**src/rtl/fetch_unit.sv**
```systemverilog
// -----------------------------------------------------------------------------
// fetch_unit
//
// Instruction-fetch stage. Owns the PC, issues one instruction-memory request
// at a time over a req/ready + rvalid handshake, and fills the IF/ID pipeline
// register. A one-entry skid buffer keeps a response that arrives while IF/ID
// is stalled. A taken branch/jump redirect from EX has top priority: it
// reloads the PC, flushes IF/ID to a bubble and discards any stale response.
//
// Ports:
//   clk, rst             clock, synchronous active-high reset
//   pc_en                0 = hold PC, issue no new request
//   if_id_en             0 = hold IF/ID contents
//   redirect, redirect_pc  EX redirect and its target (bits [1:0] ignored)
//   imem_req, imem_addr  request valid / address (current PC)
//   imem_ready           memory accepts request when imem_req && imem_ready
//   imem_rvalid, imem_rdata  response valid / instruction word
//   if_id_pc, if_id_instr, if_id_valid  IF/ID register contents
// -----------------------------------------------------------------------------
module fetch_unit #(
    parameter logic [31:0] RESET_PC = 32'h0000_0000,
    parameter logic [31:0] NOP      = 32'h0000_0013
) (
    input  logic        clk,
    input  logic        rst,
    input  logic        pc_en,
    input  logic        if_id_en,
    input  logic        redirect,
    input  logic [31:0] redirect_pc,
    output logic        imem_req,
    output logic [31:0] imem_addr,
    input  logic        imem_ready,
    input  logic        imem_rvalid,
    input  logic [31:0] imem_rdata,
    output logic [31:0] if_id_pc,
    output logic [31:0] if_id_instr,
    output logic        if_id_valid
);

    localparam logic [1:0] ST_FETCH   = 2'd0;
    localparam logic [1:0] ST_WAIT    = 2'd1;
    localparam logic [1:0] ST_FULL    = 2'd2;
    localparam logic [1:0] ST_DISCARD = 2'd3;

    logic [1:0]  state_reg,       state_next;
    logic [31:0] pc_reg,          pc_next;
    logic [31:0] req_pc_reg,      req_pc_next;
    logic [31:0] skid_pc_reg,     skid_pc_next;
    logic [31:0] skid_instr_reg,  skid_instr_next;
    logic [31:0] if_id_pc_reg,    if_id_pc_next;
    logic [31:0] if_id_instr_reg, if_id_instr_next;
    logic        if_id_valid_reg, if_id_valid_next;

    logic accept;

    // Request is gated by redirect so a stale PC is never handed to memory.
    // It depends only on state, PC and the stall/redirect controls, never on
    // the response side, so no combinational path runs from rvalid to req.
    assign imem_req  = !rst && (state_reg == ST_FETCH) && pc_en && !redirect;
    assign imem_addr = pc_reg;
    assign accept    = imem_req && imem_ready;

    assign if_id_pc    = if_id_pc_reg;
    assign if_id_instr = if_id_instr_reg;
    assign if_id_valid = if_id_valid_reg;

    always_comb begin
        state_next       = state_reg;
        pc_next          = pc_reg;
        req_pc_next      = req_pc_reg;
        skid_pc_next     = skid_pc_reg;
        skid_instr_next  = skid_instr_reg;
        if_id_pc_next    = if_id_pc_reg;
        if_id_instr_next = if_id_instr_reg;
        if_id_valid_next = if_id_valid_reg;

        // Bubble by default whenever IF/ID advances; a load below overrides.
        // The PC field is left alone so it still names the last real slot.
        if (if_id_en) begin
            if_id_valid_next = 1'b0;
            if_id_instr_next = NOP;
        end

        case (state_reg)
            ST_FETCH: begin
                // A response here would be a protocol violation; ignore it.
                if (accept) begin
                    req_pc_next = pc_reg;
                    pc_next     = pc_reg + 32'd4;
                    state_next  = ST_WAIT;
                end
            end
            ST_WAIT: begin
                if (imem_rvalid) begin
                    if (if_id_en) begin
                        if_id_pc_next    = req_pc_reg;
                        if_id_instr_next = imem_rdata;
                        if_id_valid_next = 1'b1;
                        state_next       = ST_FETCH;
                    end else begin
                        skid_pc_next    = req_pc_reg;
                        skid_instr_next = imem_rdata;
                        state_next      = ST_FULL;
                    end
                end
            end
            ST_FULL: begin
                if (if_id_en) begin
                    if_id_pc_next    = skid_pc_reg;
                    if_id_instr_next = skid_instr_reg;
                    if_id_valid_next = 1'b1;
                    state_next       = ST_FETCH;
                end
            end
            ST_DISCARD: begin
                // Swallow the response of a request made before a redirect.
                if (imem_rvalid) begin
                    state_next = ST_FETCH;
                end
            end
            default: begin
                state_next = ST_FETCH;
            end
        endcase

        // Redirect overrides both stalls. The skid buffer is only meaningful
        // in FULL, so leaving FULL empties it. A request still in flight
        // (WAIT without response yet) must have its response discarded.
        if (redirect) begin
            pc_next          = {redirect_pc[31:2], 2'b00};
            if_id_valid_next = 1'b0;
            if_id_instr_next = NOP;
            if (((state_reg == ST_WAIT) || (state_reg == ST_DISCARD)) && !imem_rvalid) begin
                state_next = ST_DISCARD;
            end else begin
                state_next = ST_FETCH;
            end
        end
    end

    always_ff @(posedge clk) begin
        if (rst) begin
            state_reg       <= ST_FETCH;
            pc_reg          <= RESET_PC;
            req_pc_reg      <= 32'd0;
            skid_pc_reg     <= 32'd0;
            skid_instr_reg  <= NOP;
            if_id_pc_reg    <= 32'd0;
            if_id_instr_reg <= NOP;
            if_id_valid_reg <= 1'b0;
        end else begin
            state_reg       <= state_next;
            pc_reg          <= pc_next;
            req_pc_reg      <= req_pc_next;
            skid_pc_reg     <= skid_pc_next;
            skid_instr_reg  <= skid_instr_next;
            if_id_pc_reg    <= if_id_pc_next;
            if_id_instr_reg <= if_id_instr_next;
            if_id_valid_reg <= if_id_valid_next;
        end
    end

endmodule

```
**config.mk**
```make
export PLATFORM = sky130hd
export DESIGN_NAME = fetch_unit
export DESIGN_NICKNAME = d
export VERILOG_FILES = /design/src/rtl/fetch_unit.sv
export SDC_FILE = /design/constraint.sdc
export NUM_CORES = 1
export LEC_CHECK = 0
export BUFFER_PORTS_ARGS = -buffer_cell sky130_fd_sc_hd__buf_2
export CAP_MARGIN = 0
export CORE_ASPECT_RATIO = 0.8
export CORE_UTILIZATION = 42
export DETAILED_ROUTE_END_ITERATION = 10
export HOLD_SLACK_MARGIN = 0.12
export PLACE_DENSITY = 0.65
export SLEW_MARGIN = 30
export SYNTH_ARGS = -nofsm -noshare
export SYNTH_HDL_FRONTEND = slang
export SYNTH_SLANG_ARGS = --single-unit
```
**constraint.sdc**
```tcl
create_clock -name clk -period 3.2 [get_ports clk]
set_input_delay 0.48 -clock clk [delete_from_list [all_inputs] [get_ports clk]]
set_output_delay 0.48 -clock clk [all_outputs]
set_load 0.05 [all_outputs]
```
## Yosys cells after proc, flatten, opt, wreduce, memory -nomap -nowiden

Index checks and enable logic that the tools add are counted.

| operators by class | value |
|---|---|
| $add $sub $neg | 1 |
| multipliers | 0 |
| divide/modulo/power cells | 0 |
| $lt $le $gt $ge | 0 |
| equal/unequal tests | 10 |
| shifts and indexed selects | 0 |
| muxes and demuxes | 24 |
| bitwise gates (word level) | 1 |
| reductions and logical operators | 19 |

Operators by type and width:

| operator | number |
|---|---|
| $mux W32 | 10 |
| $pmux W32 S2 | 2 |
| $add A32 B3 Y32 const B | 1 |
| $mux W2 | 7 |
| $ne A3 B3 Y1 const B | 4 |
| $pmux W2 S4 | 1 |
| $reduce_and A4 Y1 | 2 |
| $ne A2 B2 Y1 const B | 3 |
| $reduce_bool A2 Y1 | 3 |
| $logic_and A1 B1 Y1 | 5 |
| $eq A2 B2 Y1 const B | 2 |
| $reduce_and A2 Y1 | 2 |
| $logic_not A1 Y1 | 3 |
| $mux W1 | 3 |
| $reduce_and A3 Y1 | 1 |
| $eq A2 B1 Y1 const B | 1 |
| $logic_not A2 Y1 | 1 |
| $pmux W1 S2 | 1 |
| $reduce_or A2 Y1 | 1 |
| $logic_or A1 B1 Y1 | 1 |
| $not A1 Y1 | 1 |

| storage, ports and cells | value |
|---|---|
| register bits | 195 |
| bits in latches | 0 |
| RAM bits | 0 |
| ROM bits | 0 |
| input port bits | 71 |
| output and inout port bits | 98 |
| memories | 0 |

## Logic depth before layout (Yosys ltp)

| logic depth | value |
|---|---|
| word-level depth | 8 |
| depth in mapped cells | 10 |

## Worst setup path after synthesis

OpenSTA, ideal clock, no wires.

| timing | value |
|---|---|
| kind | flip-flop to flip-flop |
| start | register pc_reg[2] (netlist: imem_addr[2]) |
| end | register pc_reg[24] (netlist: imem_addr[24]) |
| library setup time | 0.074 ns |
| arrival time | 2.674 ns |
| required time | 3.126 ns |
| setup slack | 0.452 ns |
| cell stages (with the launch flop) | 9 |
| cell sequence | dfxtp_1 > ha_1 > nand3_2 > or4_1 > buf_2 > or2_1 > clkbuf_2 > or4_1 > a31oi_1 |

| between the ends | value |
|---|---|
| longest elaborated chain between the ends | 4 |

RTL lines:

| item | RTL line | text |
|---|---|---|
| from (decl) | 46 | `logic [31:0] pc_reg, pc_next;` |
| from (signal assigned) | 153 | `pc_reg <= pc_next;` |
| $add A32 B3 Y32 | 89 | `pc_next = pc_reg + 32'd4;` |
| $mux W32 | 87 | `if (accept) begin` |
| $mux W32 | 84 | `case (state_reg)` |
| $mux W32 | 129 | `if (redirect) begin` |

Every way passes these cells. The select of a mux whose other input is x is not followed.
A chain may end at the register's enable or synchronous reset.

## Worst setup path after layout

Same ends and word-level chain as after synthesis.

==> metrics.yaml <==
dp_hpwl_microns: 14540
first_pass_iters: 5
slew_headroom_pct: 57.10
mostFrequentLayoutCell: "nand2_1"
fin_crit_sh_pct: 81.79
maxCapViolCount: 0
rr_startpoint: "imem_addr[2]"
hold_buffers: 0
min_from: "imem_rdata[0]"
synth_edf_count: 0
synthCells: 1042
initial_core_util_pct: 43.24
rsz0062_at_grt: "no"
totalPowerFinal_uw: 5319
syn_avg_cell_area_sq_um: 7.943
ir_drop_uv: 306.7
required_ns: 3.57
dr.first_iter.drc_count: 567
drc_errors: 0
die_w_microns: 159.0
h-tree-depth: 4
layout_common_cells: "209 x nand2_1, 187 x dfxtp_1, 161 x buf_2"
io_buffers: 162
wl_met1_microns: 10950
nets: 1235
synth_flop_cell: "dfxtp_1"
rows: 45
clk_latency_ns: 0.44
grt_remaining_overflow: 0
critPathLaunchType: "flop"
gp_congestion: 0.7828
antenna_found_initial: 3
synthArstFlopShare_pct: 0
clk_path_buf_depth: 2
final.setup_skew_ns: 0.009983
core_area_sq_um: 19140
yosysUniqueCellTypes: 52
routed_wirelength_microns: 23000
powerDensity_nw_per_um2: 541.2
drtAntennaViolNets: 0
cts_tree: "built"
grt_usage_pct: 22.81
top_layer: "met4"
syn-cell-area_sq_um: 8277
via_count: 7648
wire_per_inst_microns: 16.06
io_pins: 169
setup_violations: 0
crit_type: "reg2reg"
cp-end-kind: "flop"
min_period_ns: 2.617
routed_via_density: 5.341
die_area_sq_um: 20280
crit_start: "imem_addr[2]"
met2_length_microns: 10510
ys_seq_elements: 187
crit_path_max_fanout: 7
drive_above_1_share_pct: 19.90
yosys_warnings: 0
worstHoldPathType: "in2reg"
cts.sinks: 187
fin_area_sq_um: 9828
worst-slew-pin-transition_ns: 0.6435
syn2layout_area_growth_pct: 18.75
path_clk_slew_ns: 0.08
grt_pass1_wl_microns: 37090
dpl_cell_area_sq_um: 9211
critPathArrivalTime_ns: 2.98
max_freq_mhz: 382.1
wl_met3_microns: 1256
slew_violations: 0
grt_max_degree: 129
setup_tns_ns: 0
cts_setup_buffers: 0
finalHoldViolations: 0
cts_made_buffers: 17
grt_pass1_vias: 7040
leakagePower_uw: 0.003570
synth-seq-area-share_pct: 45.23
run_status: "finished clean"
worst_hold_slack_ns: 0.2742
cts-root-buf: "clkbuf_16"
dieHeight_microns: 127.6
cts_resized: 0
[cells by family (layout without fill, tap and decap cells)]
logic type	Yosys count	in the layout	synth area share, %
simple gates	386	386	19.91
compound gates	285	285	21.51
flops	187	187	45.23
buf+inv	130	256	6.893
mux	34	34	4.127
xor+xnor	13	13	1.376
fa+ha+maj	6	6	0.9070
other cells	1	7	0.04531
[path summary, 6_finish.rpt]
| check | to | slack, ns | depth (start not counted) |
|---|---|---|---|
| max | imem_addr[24] | 0.58 | 6 |
| min | skid_instr_reg[0] | 0.27 | 3 |
| max reg2reg | imem_addr[24] | 0.58 | 6 |
| min reg2reg | skid_pc_reg[8] | 0.45 | 2 |
[final cells by class]
| cell class | count | area [sq um] |
|---|---|---|
| fillers | 1925 | 9315 |
| multi-input cells | 728 | 4000 |
| flip-flops and latches | 187 | 3744 |
| repair buffers | 185 | 998.5 |
| clock buffers | 18 | 439.2 |
| well taps | 258 | 322.8 |
| clock inverters | 14 | 170.2 |
| inverters | 39 | 146.4 |
| diodes | 3 | 7.507 |
[worst max-delay path: stages (launching register included)]
cell and delay (ns):
dfxtp_1 0.44, ha_1 0.27, nand3_2 0.11, or4_1 0.70, or2_1 0.37, or4_1 0.48
a31oi_1 0.16
[Yosys cell counts, drive strengths merged, types with 4 or more instances]
| master | number | area share (%) |
|---|---|---|
| or4 | 5 | 0.45 |
| a21oi | 109 | 6.6 |
| clkbuf | 80 | 4.0 |
| o311ai | 5 | 0.53 |
| xnor2 | 13 | 1.4 |
| nand2 | 210 | 9.5 |
| inv | 37 | 1.7 |
| nor4 | 4 | 0.30 |
| mux2i | 33 | 4.0 |
| a22oi | 30 | 2.7 |
| a211oi | 34 | 3.1 |
| and2 | 4 | 0.30 |
| nor3 | 13 | 0.79 |
| a31oi | 11 | 0.83 |
| o211ai | 4 | 0.36 |
| and3 | 5 | 0.39 |
| nand4 | 7 | 0.60 |
| nand3 | 45 | 2.8 |
| o21ai | 46 | 2.8 |
| ha | 6 | 0.91 |
| a22o | 29 | 3.1 |
| buf | 9 | 0.62 |
| nor2 | 80 | 3.6 |
| dfxtp | 187 | 45 |
| o22ai | 7 | 0.53 |
[power breakdown]
group | leakage [uW] | switching (uW) | internal, uW
registers | 0.00152 | 60.8 | 2390
logic | 0.00176 | 483 | 178
clock network | 0.000294 | 1000 | 1200
[layer usage]
metal  global-route usage (%)  vias to the layer above
li1                         -                     3823
met1                    31.03                     3594
met2                    36.22                      210
met3                    4.903                       21
met4                    7.014                        0
met5                        0                        -
[stage by stage]
step	utilization (%)	setup WS (ns)	cells
2_1_floorplan	-	0.4519	1045
3_3_place_gp	48.12	0.6493	1397
3_5_place_dp	48.12	0.6219	1397
4_1_cts	51.30	0.6023	1429
5_1_grt	51.33	0.4691	1431
6_report	51.34	0.5826	1432
Power figures use the tool's default switching activity.
